### src/rtl/mux_arb_pkg.sv
// Shared types and helpers for the round-robin packet arbiter.
// Holds the arbiter state encoding and a one-hot to index converter.
package mux_arb_pkg;

  typedef enum logic {
    IDLE = 1'b0,
    LOCK = 1'b1
  } arb_state_e;

  // Returns the index of the set bit; the caller guarantees at most one bit is set.
  function automatic logic [4:0] onehot2idx(input logic [31:0] onehot);
    logic [4:0] idx;
    idx = '0;
    for (int i = 0; i < 32; i++) begin
      if (onehot[i]) idx = 5'(i);
    end
    return idx;
  endfunction

endpackage

### src/rtl/rr_prio_pick.sv
// Combinational rotating-priority picker: the first request after ptr wins.
// Rotates the request vector to start at ptr+1, priority-encodes, then rotates back.
module rr_prio_pick #(
  parameter int N  = 4,
  parameter int PW = (N > 1) ? $clog2(N) : 1
) (
  input  logic [N-1:0]  req,
  input  logic [PW-1:0] ptr,
  output logic [N-1:0]  pick_onehot,
  output logic          any
);

  logic [N-1:0] rot;
  logic [N-1:0] rot_pick;

  always_comb begin
    int   start;
    int   idx;
    logic found;
    rot         = '0;
    rot_pick    = '0;
    pick_onehot = '0;
    found       = 1'b0;
    // N need not be a power of two, so the wrap is an explicit compare.
    start = (int'(ptr) >= N - 1) ? 0 : int'(ptr) + 1;
    for (int k = 0; k < N; k++) begin
      idx = start + k;
      if (idx >= N) idx = idx - N;
      rot[k] = req[idx];
    end
    for (int k = 0; k < N; k++) begin
      if (!found && rot[k]) begin
        rot_pick[k] = 1'b1;
        found       = 1'b1;
      end
    end
    for (int k = 0; k < N; k++) begin
      idx = start + k;
      if (idx >= N) idx = idx - N;
      pick_onehot[idx] = rot_pick[k];
    end
  end

  assign any = |req;

endmodule

### src/rtl/mux_rr_arbiter.sv
// Packet-locked round-robin arbiter sharing one valid/ready channel between N requesters.
// Grant is held until last, or until MAX_BEATS beats force a release (flagged in trunc_err).
//
//   state | meaning
//   IDLE  | no grant; arbitrate among req_valid, lock the winner next cycle
//   LOCK  | granted requester passes straight through until a last beat
module mux_rr_arbiter
  import mux_arb_pkg::*;
#(
  parameter int N         = 4,
  parameter int W         = 8,
  parameter int MAX_BEATS = 16
) (
  input  logic         clk,
  input  logic         rst,
  input  logic [N-1:0] req_valid,
  input  logic [W-1:0] req_data [N],
  input  logic [N-1:0] req_last,
  output logic [N-1:0] req_ready,
  output logic         out_valid,
  output logic [W-1:0] out_data,
  output logic         out_last,
  input  logic         out_ready,
  output logic [N-1:0] grant,
  output logic         busy,
  output logic         trunc_err
);

  localparam int PW = (N > 1) ? $clog2(N) : 1;
  localparam int BW = $clog2(MAX_BEATS + 1);
  localparam logic [BW-1:0] LAST_CNT = BW'(MAX_BEATS - 1);

  arb_state_e    state_q, state_d;
  logic [N-1:0]  grant_q, grant_d;
  logic [PW-1:0] ptr_q, ptr_d;
  logic [BW-1:0] beat_cnt_q, beat_cnt_d;
  logic          trunc_err_q, trunc_err_d;

  logic [N-1:0]  pick_onehot;
  logic          pick_any;
  logic          sel_valid, sel_last;
  logic [W-1:0]  sel_data;
  logic          locked, beat;

  rr_prio_pick #(.N(N), .PW(PW)) u_pick (
    .req         (req_valid),
    .ptr         (ptr_q),
    .pick_onehot (pick_onehot),
    .any         (pick_any)
  );

  always_comb begin
    sel_valid = 1'b0;
    sel_last  = 1'b0;
    sel_data  = '0;
    for (int i = 0; i < N; i++) begin
      sel_valid = sel_valid | (req_valid[i] & grant_q[i]);
      sel_last  = sel_last  | (req_last[i]  & grant_q[i]);
      sel_data  = sel_data  | (req_data[i]  & {W{grant_q[i]}});
    end
  end

  // Reset drops the pass-through immediately rather than waiting for the clock edge.
  assign locked    = (state_q == LOCK) && !rst;
  assign out_valid = locked & sel_valid;
  assign out_data  = locked ? sel_data : '0;
  assign out_last  = locked & (sel_last | (beat_cnt_q == LAST_CNT));
  assign req_ready = (locked && out_ready) ? grant_q : '0;
  assign beat      = out_valid & out_ready;

  assign grant     = grant_q;
  assign busy      = locked;
  assign trunc_err = trunc_err_q;

  always_comb begin
    state_d     = state_q;
    grant_d     = grant_q;
    ptr_d       = ptr_q;
    beat_cnt_d  = beat_cnt_q;
    trunc_err_d = trunc_err_q;
    case (state_q)
      IDLE: begin
        if (pick_any) begin
          state_d    = LOCK;
          grant_d    = pick_onehot;
          ptr_d      = PW'(onehot2idx(32'(pick_onehot)));
          beat_cnt_d = '0;
        end
      end
      LOCK: begin
        if (beat) begin
          beat_cnt_d = beat_cnt_q + 1'b1;
          if (out_last) begin
            state_d = IDLE;
            grant_d = '0;
            if (!sel_last) trunc_err_d = 1'b1;
          end
        end
      end
      default: begin
        state_d = IDLE;
        grant_d = '0;
      end
    endcase
  end

  always_ff @(posedge clk) begin
    if (rst) begin
      state_q     <= IDLE;
      grant_q     <= '0;
      ptr_q       <= PW'(N - 1);
      beat_cnt_q  <= '0;
      trunc_err_q <= 1'b0;
    end else begin
      state_q     <= state_d;
      grant_q     <= grant_d;
      ptr_q       <= ptr_d;
      beat_cnt_q  <= beat_cnt_d;
      trunc_err_q <= trunc_err_d;
    end
  end

  a_grant_onehot0: assert property (@(posedge clk) $onehot0(grant_q))
    else $error("grant is not one-hot or zero");

endmodule
### config.mk
export PLATFORM = sky130hd
export DESIGN_NAME = mux_rr_arbiter
export DESIGN_NICKNAME = d
export VERILOG_FILES = /design/src/rtl/mux_arb_pkg.sv /design/src/rtl/rr_prio_pick.sv /design/src/rtl/mux_rr_arbiter.sv
export SDC_FILE = /design/constraint.sdc
export NUM_CORES = 1
export LEC_CHECK = 0
export BUFFER_PORTS_ARGS = -buffer_cell sky130_fd_sc_hd__buf_2
export CORE_AREA = 2 2 58 88
export DETAILED_ROUTE_END_ITERATION = 10
export DIE_AREA = 0 0 60 90
export PLACE_DENSITY = 0.6
export SYNTH_ARGS = -nofsm -noshare
export SYNTH_HDL_FRONTEND = slang
export SYNTH_SLANG_ARGS = --single-unit
### constraint.sdc
create_clock -name clk -period 3 [get_ports clk]
set_input_delay 0.45 -clock clk [delete_from_list [all_inputs] [get_ports clk]]
set_output_delay 0.45 -clock clk [all_outputs]
set_load 0.005 [all_outputs]
### After elaboration in Yosys (flattened, before gate mapping)

Cells that the tools add are included.

| word-level totals | value |
|---|---|
| register bits | 13 |
| logic and storage cells | 127 |
| input bits | 43 |
| output and inout port bits | 20 |

| operators by class | value |
|---|---|
| equal/unequal tests | 4 |
| reduce and logical (&&, ||, !) cells | 18 |
| mux-type cells | 50 |
| $add $sub $neg | 9 |
| magnitude comparators | 13 |
| bitwise gates (word level) | 28 |

Operator list:

| cell | count |
|---|---|
| $mux W32 | 5 |
| $ge A32 B1 Y1 const B | 4 |
| $ge A32 B4 Y1 const B | 4 |
| $lt A32 B4 Y1 const B | 4 |
| $sub A32 B4 Y32 const B | 4 |
| $add A32 B3 Y32 const B | 2 |
| $add A32 B2 Y32 const B | 1 |
| $and A8 B8 Y8 | 4 |
| $or A8 B8 Y8 | 3 |
| $mux W1 | 22 |
| $mux W4 | 4 |
| $bwmux W4 | 3 |
| $and A1 B1 Y1 | 11 |
| $mux W5 | 2 |
| $pmux W5 S2 | 1 |
| $logic_and A1 B1 Y1 | 9 |
| $bmux W1 S2 | 4 |
| $demux W1 S2 | 4 |
| $mux W8 | 1 |
| $pmux W4 S2 | 1 |
| $or A1 B1 Y1 | 7 |
| $add A5 B1 Y5 const B | 1 |
| $eq A5 B4 Y1 const B | 1 |
| $and A4 B4 Y4 | 1 |
| other kinds (12) | 19 |

### Longest topological paths before layout

Gate-level depths: netlist of the first run.

| depth | value |
|---|---|
| depth in word-level cells | 21 |
| gate-level depth with buffers | 8 |
| depth with buffers taken out | 7 |

### By module

From an unflattened synthesis of the first run, not the netlist that was laid out.

| unflattened totals | value |
|---|---|
| cells, all modules | 164 |
| area, all modules | 1277.5 um^2 |

Modules (own cells, without submodules):

| module | area each (um^2) | seq. area each (um^2) | cells each | times used |
|---|---|---|---|---|
| mux_rr_arbiter | 833.3 | 260.2 | 106 | 1 |
| rr_prio_pick | 444.2 | 0.0 | 58 | 1 |

### Worst setup path before layout of the first run

OpenSTA, ideal clock, no wires.

| timing | value |
|---|---|
| kind | register to register |
| start | register ptr_q[0] |
| end | register grant_q[3], in the netlist grant[3] |
| arrival | 2175 ps |
| clock period less this slack | 2264 ps |
| slack | 736 ps |
| stages on the path, launching flop included | 8 |
| cell sequence | dfxtp_1 inv_1 ha_1 or3b_2 nand3_1 nand3_2 a211o_1 a311oi_2 |

| on the way | value |
|---|---|
| longest elaborated chain between the ends | 20 |

RTL lines:

| element | RTL line | source |
|---|---|---|
| from (decl) | mux_rr_arbiter.sv:35 | `logic [PW-1:0] ptr_q, ptr_d;` |
| from (signal assigned) | mux_rr_arbiter.sv:111 | `ptr_q <= PW'(N - 1);` |
| from (signal assigned) | mux_rr_arbiter.sv:117 | `ptr_q <= ptr_d;` |
| $add A2 B1 Y3 or $ge A2 B2 Y1 (tied branches) | rr_prio_pick.sv:25 | `start = (int'(ptr) >= N - 1) ? 0 : int'(ptr) + 1;` |
| $mux W32 (*) | rr_prio_pick.sv:25 |  |
| parallel branches: the longest is 15 deep, another holds $add A32 B2 Y32 | - |  |
| $bwmux W4 (*) | rr_prio_pick.sv:40 | `pick_onehot[idx] = rot_pick[k];` |
| $mux W4 (*) | mux_rr_arbiter.sv:83 | `if (pick_any) begin` |
| $pmux W4 S2 (*) | mux_rr_arbiter.sv:81 | `case (state_q)` |
| to (signal assigned) | mux_rr_arbiter.sv:116 | `grant_q <= grant_d;` |
| to (decl) | mux_rr_arbiter.sv:34 | `logic [N-1:0] grant_q, grant_d;` |

Mark *: on every way between the ends. The select of a mux whose other input is x is not followed.
A chain may end at the register's enable or synchronous reset.

### Worst setup path after layout of the first run

| timing | value |
|---|---|
| start | register ptr_q[1] |
| end | register ptr_q[0] |

| on the way | value |
|---|---|
| longest elaborated chain between the ends | 21 |

RTL lines:

| element | RTL line | source |
|---|---|---|
| $add A2 B1 Y3 or $ge A2 B2 Y1 (tied branches) | rr_prio_pick.sv:25 |  |
| $mux W32 (*) | rr_prio_pick.sv:25 |  |
| parallel branches: the longest is 15 deep, another holds $add A32 B2 Y32 | - |  |
| $bwmux W4 (*) | rr_prio_pick.sv:40 |  |
| $mux W1 | mux_arb_pkg.sv:15 | `if (onehot[i]) idx = 5'(i);` |
| $mux W2 | mux_arb_pkg.sv:15 |  |
| $mux W2 (*) | mux_arb_pkg.sv:15 |  |

Marks and branches as above.

==> flow_metrics.tcl, run 1 <==
set metrics [dict create \
    status "completed" \
    slowest_delay_ns 0.43 \
    vias_per_cell 5.31 \
    drv_cap 0 \
    syn_to_final_growth_pct 28.4 \
    holdBufCountCts 0 \
    grt_pass1_wl_um 6380 \
    drive_gt1_frac 0.362 \
    worst_pin_slew_ns 0.473 \
    coreArea_um2 4690 \
    rsz0062_at_grt "no" \
    avgSynthCellArea_um2 8.12 \
    crit_buf_inv 1 \
    dp.cells 286 \
    wl_um 3900 \
    grt-ovfl-total 0 \
    cts_setup_buffers 0 \
    path_clk_slew_ns 0.06 \
    drc 0 \
    fmax_mhz 418 \
    period_share 0.797 \
    p_leak_nw 0.822 \
    worst_setup_path_end_kind "flop" \
    hp-class "flop to flop" \
    globalplace.congestion 0.866 \
    grt_pass1_vias 1471 \
    dpl-instance-area_um2 1700 \
    slowest_stage "o32ai_1" \
    antenna_left 0 \
    period_needed_ns 2.39 \
    maxSlewHeadroom 0.682 \
    nNetsFinal 278 \
    mappedNetlistArea_um2 1360 \
    finalInstanceArea_um2 1740 \
    num_rows 31 \
    worstSetupEndpoint "ptr_q[0]$_SDFFE_PP1P_" \
    ys_seq_area_frac 0.192 \
    wl_per_cell_um 13.5 \
    start_kind "flop" \
    r2r_end "ptr_q[0]$_SDFFE_PP1P_" \
    rrSetupSlack_ns 0.61 \
    instances_no_fill 290 \
    boundaryPins 63 \
    dr.max_layer_used "met4" \
    die_h_um 90 \
    crit_path_max_fanout 6 \
    r2r_start "ptr_q[1]$_SDFFE_PP1P_" \
    clock_latency_ns 0.24 \
    path_cells "inv_1, ha_1, mux2i_1, mux2_4, o21ai_0, o32ai_1, a41oi_1" \
    cts_tree "built" \
    ys_warn_count 0 \
    met1_length_um 1520 \
    start_util 0.289 \
    worst_ep_required_time_ns 3.09 \
    clockBufferDepth 2 \
    multi_input_area_um2 995 \
    ys_ff_latch 13 \
    peakVddDrop_uv 155 \
    drt_iter0_drc 78 \
    crit_family "compound AO/OA/AOI/OAI gates" \
    syn_inst 167 \
    num_vias 1540 \
    nFillCells 497 \
    cp_num_cells 7 \
    startpoint "ptr_q[1]$_SDFFE_PP1P_" \
    fin_util 0.371 \
    drt-pass1-iter-count 4 \
    syn_nets 220 \
    finalClockSkew_ns 0.00280 \
    crit_type "flop to flop" \
    grt.total_usage 0.147 \
    diodes 0 \
    grt_max_degree 16 \
    cts_buffers 3 \
    power_density_nw_per_um2 669 \
    reg2regPathDepth 7 \
    hpwl_um 3050 \
    antenna_found_initial 0 \
    wl_met2_um 2170 \
    setup_viol 0 \
    yosysUniqueCellTypes 51 \
    regArea_um2 260 \
    cts_htree_levels 1 \
    setup_tns_ns 0 \
    clock-sinks 13 \
    dieArea_um2 5400 \
    slew_viol_final 0 \
    finalHoldViolations 0 \
    cts_resized 0 \
    dr_wl_met3_um 147 \
    portBuffers 62 \
    cts_root_buf "clkbuf_8" \
    cp.arrival_ns 2.48 \
    fp.dieW_um 60 \
]
==> Yosys cell counts (all sizes together) <==
| library cell | n | area (um^2) |
|---|---|---|
| a211o | 1 | 8.76 |
| ha | 10 | 125 |
| a32oi | 1 | 8.76 |
| and4 | 1 | 8.76 |
| nand4b | 3 | 26.3 |
| a21o | 1 | 8.76 |
| nand4 | 1 | 6.26 |
| clkbuf | 7 | 37.5 |
| and2 | 1 | 6.26 |
| nand3 | 5 | 30.0 |
| o32ai | 2 | 17.5 |
| a311oi | 1 | 15.0 |
| o211a | 1 | 10.0 |
| dfxtp | 13 | 260 |
| mux2i | 7 | 73.8 |
| and3 | 6 | 37.5 |
| a22oi | 16 | 120 |
| nand3b | 2 | 15.0 |
| nor4 | 2 | 12.5 |
| o21ai | 3 | 15.0 |
| o31a | 1 | 8.76 |
| a22o | 6 | 52.6 |
| xor2 | 2 | 17.5 |
| nand2b | 3 | 21.3 |
| mux2 | 3 | 41.3 |
| buf | 3 | 21.3 |
| dlygate4sd1 | 1 | 8.76 |
| a211oi | 1 | 12.5 |
| nor4b | 2 | 17.5 |
| a32o | 1 | 10.0 |
| or3b | 2 | 17.5 |
| nand2 | 5 | 18.8 |
| a221o | 1 | 10.0 |
| nor2b | 1 | 6.26 |
| a31oi | 2 | 12.5 |
| inv | 9 | 33.8 |
| a41oi | 2 | 25.0 |
| nor3 | 9 | 45.0 |
| a21oi | 16 | 83.8 |
| nor2 | 13 | 48.8 |
==> worst min-delay path by stage <==
stage | from | end | slack [ns] | depth (start not counted)
5_1_grt | trunc_err$_SDFFE_PP0P_ | trunc_err$_SDFFE_PP0P_ | 0.53 | 2
4_1_cts | trunc_err$_SDFFE_PP0P_ | trunc_err$_SDFFE_PP0P_ | 0.48 | 2
3_5_place_dp | trunc_err$_SDFFE_PP0P_ | trunc_err$_SDFFE_PP0P_ | 0.47 | 2
6_report | trunc_err$_SDFFE_PP0P_ | trunc_err$_SDFFE_PP0P_ | 0.47 | 2
2_1_floorplan | trunc_err$_SDFFE_PP0P_ | trunc_err$_SDFFE_PP0P_ | 0.46 | 2
3_3_place_gp | trunc_err$_SDFFE_PP0P_ | trunc_err$_SDFFE_PP0P_ | 0.46 | 2
==> registers in the layout (all words and copies together) (netlist names) <==
signal and count:
state_q 1, beat_cnt_q 5, trunc_err 1, ptr_q 2, grant 4
==> stage by stage <==
step           power (W)  setup slack (ns)  hold WS, ns
6_report         0.00116             0.610        0.468
4_1_cts          0.00117             0.626        0.480
2_1_floorplan   0.000819             0.736        0.461
3_5_place_dp     0.00101             0.639        0.467
3_3_place_gp    0.000996             0.738        0.462
5_1_grt          0.00126             0.408        0.530
==> power by group <==
group / leakage, nW / total, W / switching [W] / internal, W
sequential: 0.106 / 0.000280 / 0.0000746 / 0.000205
combinational: 0.692 / 0.000730 / 0.000396 / 0.000334
clock: 0.0228 / 0.000155 / 0.0000614 / 0.0000938
==> cells by family after synthesis <==
| logic type | after synthesis | synth area share |
|---|---|---|
| compound gates | 56 | 0.309 |
| xor+xnor | 2 | 0.0129 |
| fa+ha+maj | 10 | 0.0923 |
| buf+inv | 20 | 0.0747 |
| flops | 13 | 0.192 |
| mux | 10 | 0.0849 |
| simple gates | 56 | 0.234 |
==> worst register-to-register path, delay by kind of cell, from the launching register on <==
kind	cells	cell delay (ns)
multiplexers	2	0.62
buffers and inverters	1	0.12
adder cells (fa/ha/maj)	1	0.41
AO/OA/AOI/OAI	3	0.68
flip-flops	1	0.41
==> cell usage in the layout (no fill, tap or decap), types with 2 or more instances in the layout <==
cell type,netlist,layout
buf_2,2,62
nand2_1,5,5
nor3_1,9,9
buf_4,0,2
nor2_1,13,13
mux2i_1,6,6
and3_1,6,6
a31oi_1,2,2
nand4b_1,3,3
nor4_1,2,2
nand3b_1,2,2
nor4b_1,2,2
clkbuf_8,1,3
mux2_4,2,2
nand3_1,4,4
a22o_1,6,6
xor2_1,2,2
dfxtp_1,13,13
o32ai_1,2,2
inv_1,8,8
a22oi_1,16,16
or3b_2,2,2
o21ai_0,2,2
nand2b_1,2,2
ha_1,10,10
a21oi_1,15,15
==> area by class of cell <==
class / count / share of cell area
inverter: 9 / 0.0194
multi-input combinational: 134 / 0.571
tap: 66 / 0.0474
timing repair buffer: 64 / 0.187
sequential: 13 / 0.149
clock buffer: 4 / 0.0259
==> metal layers <==
metal  track usage  up-vias
li1              -      754
met3        0.0173        7
met5             0        -
met2         0.283       43
met4        0.0519        0
met1         0.151      736
Note: power is estimated with default switching activity, not from simulation.
==> run 2, diff against run 1 <==
- ABC_AREA: unset -> 1
- CORE_AREA: 2 2 58 88 -> 2 2 58 87
- DIE_AREA: 0 0 60 90 -> 0 0 60 89
- PLACE_DENSITY: 0.6 -> 0.63
- clock period: 3 -> 2.1 ns (I/O delays scaled with it)
==> flow_metrics.tcl, run 2 <==
set metrics [dict create \
    finalHoldViolations 0 \
    crit_path_max_fanout 8 \
    antenna_left 0 \
    whs_ns 0.418 \
    power.internal_w 0.000953 \
    synth.top_cell.area_share 0.226 \
    rsz0062_at_grt "no" \
    top_register "beat_cnt_q" \
    cts_root_buf "clkbuf_8" \
    syn_inst 225 \
    grt.total_usage 0.142 \
    cts_setup_buffers 0 \
    combinationalPowerShare 0.719 \
    cp.arrival_ns 1.99 \
    netSwitchingPower_w 0.00103 \
    holdBufCountCts 0 \
    vias_per_cell 4.74 \
    worst_slack_ns 0.279 \
    drive_gt1_frac 0.313 \
    dr_wl_met3_um 229 \
    finalClockSkew_ns 0.00145 \
    synth_area_leaders "nand2_1 (23%), dfxtp_1 (19%), ha_1 (9.3%), inv_1 (7.5%), nand3_1 (7.5%)" \
    portBuffers 62 \
    async_flop_share 0 \
    dp.cells 351 \
    syn_to_final_growth_pct 33.8 \
    avgSynthCellArea_um2 5.97 \
    drv_cap 0 \
    mappedNetlistArea_um2 1340 \
    nNetsFinal 345 \
    dpl-instance-area_um2 1750 \
    synth_most_common_cell "nand2_1" \
    slew_viol_final 0 \
    dr.max_layer_used "met4" \
    instances_no_fill 355 \
    syn_nets 278 \
    die_h_um 89 \
    synth.top_cells.by_count "nand2_1 (81), inv_1 (27), nand3_1 (20), nor2_1 (15), dfxtp_1 (13)" \
    start_kind "flop" \
    setup_tns_ns 0 \
    place_ws_ns 0.276 \
    ys_warn_count 0 \
    cts_htree_levels 1 \
    ys_seq_area_frac 0.194 \
    grt_pass1_vias 1523 \
    fmax_mhz 549 \
    grt_pass1_wl_um 6040 \
    final_common_cell "nand2_1" \
    hpwl_um 3230 \
    power_density_nw_per_um2 1110 \
    ys_ff_latch 13 \
    grt-ovfl-total 0 \
    yosysUniqueCellTypes 26 \
    cts_resized 0 \
    drt_iter0_drc 51 \
    num_vias 1681 \
    cts_tree "built" \
    num_rows 30 \
    worst_ep_required_time_ns 2.27 \
    switching_share 0.520 \
    wl_um 3890 \
    wl_met2_um 2060 \
    antenna_found_initial 0 \
    worst_setup_path_end_kind "flop" \
    clock_latency_ns 0.24 \
    maxSlewHeadroom 0.742 \
    clock-sinks 13 \
    dieArea_um2 5340 \
    crit_type "flop to flop" \
    seq_power_share 0.170 \
    setup_viol 0 \
    boundaryPins 63 \
    coreArea_um2 4540 \
    worst_pin_slew_ns 0.384 \
    globalplace.congestion 0.939 \
    clockBufferDepth 2 \
    p_leak_nw 0.929 \
    synth_area_leader_cell "nand2_1" \
    wl_per_cell_um 10.9 \
    finalInstanceArea_um2 1800 \
    period_share 0.867 \
    synth_enable_flop_cells 0 \
    grt_max_degree 14 \
    period_needed_ns 1.82 \
    start_util 0.296 \
    final_cell_mix "nand2_1 (81), buf_2 (62), inv_1 (27), nand3_1 (20), nor2_1 (15)" \
    cts_buffers 3 \
    fp.dieW_um 60 \
    p_clk_frac 0.111 \
    status "completed" \
    peakVddDrop_uv 318 \
    diodes 0 \
    path_clk_slew_ns 0.06 \
    synth_ff_type "dfxtp_1" \
    drc 0 \
    met1_length_um 1520 \
    hp-class "primary input to flop" \
    largest_reg_flops 5 \
    drt-pass1-iter-count 4 \
]
[run 2: cell count changes in the layout (fill, tap and decap cells not counted), sizes merged, moves of 7 or more]
cell | previous run | this run
inv | 9 | 29
nor3 | 9 | 0
mux2i | 7 | 0
nand2 | 5 | 90
nand3 | 5 | 23
a22oi | 16 | 0
[run 2: path summary, 6_finish.rpt]
path	startpoint	endpoint	slack, ns	cells after the start
worst max register to register	ptr_q[1]$_SDFFE_PP1P_	grant[1]$_SDFFE_PP0P_	0.28	11
worst max-delay path	ptr_q[1]$_SDFFE_PP1P_	grant[1]$_SDFFE_PP0P_	0.28	11
worst min-delay path	rst	beat_cnt_q[4]$_SDFFE_PP0P_	0.42	2
worst min register to register	trunc_err$_SDFFE_PP0P_	trunc_err$_SDFFE_PP0P_	0.47	2
[run 2: per-layer routing]
metal,vias to the layer above,track usage
li1,863,-
met1,745,0.128
met2,67,0.301
met3,6,0.0174
met4,0,0.0525
met5,-,0
[run 2: worst max-delay path: stages (launching register included)]
cell and delay (ns):
dfxtp_1 0.41, inv_1 0.12, ha_1 0.33, inv_1 0.10, nand3_2 0.12, nand2_4 0.13, nand2_2 0.07, inv_2 0.08
nand3_1 0.09, nand3_1 0.13, nand2_1 0.06, a21oi_1 0.11
[run 2: layout make-up]
class,count,area [um^2]
tap,64,80.1
inverter,30,113
clock buffer,4,45.0
timing repair buffer,68,355
multi-input combinational,176,943
sequential,13,260
fill,494,2750
[run 2: cell families after synthesis]
| family | count (synthesis) | synth area share |
|---|---|---|
| and+or+nand+nor | 133 | 0.442 |
| adders and majority gates | 10 | 0.0932 |
| AOI/OAI and AO/OA | 33 | 0.168 |
| DFF | 13 | 0.194 |
| buffers and inverters | 36 | 0.103 |
[run 2: metrics by stage]
stage | power, W | util
after floorplan | 0.00138 | -
after global placement | 0.00177 | 0.386
after detailed placement | 0.00177 | 0.386
after CTS | 0.00199 | 0.396
after global routing | 0.00220 | 0.396
final | 0.00199 | 0.396
[run 2: power by group through the flow]
stage / Combinational, W / Sequential, W / Clock, W
after detailed placement: 0.00142 / 0.000344 / 0
after global placement: 0.00142 / 0.000344 / 0
after floorplan: 0.00102 / 0.000360 / 0
final: 0.00143 / 0.000337 / 0.000221
after global routing: 0.00161 / 0.000346 / 0.000239
after CTS: 0.00143 / 0.000339 / 0.000224
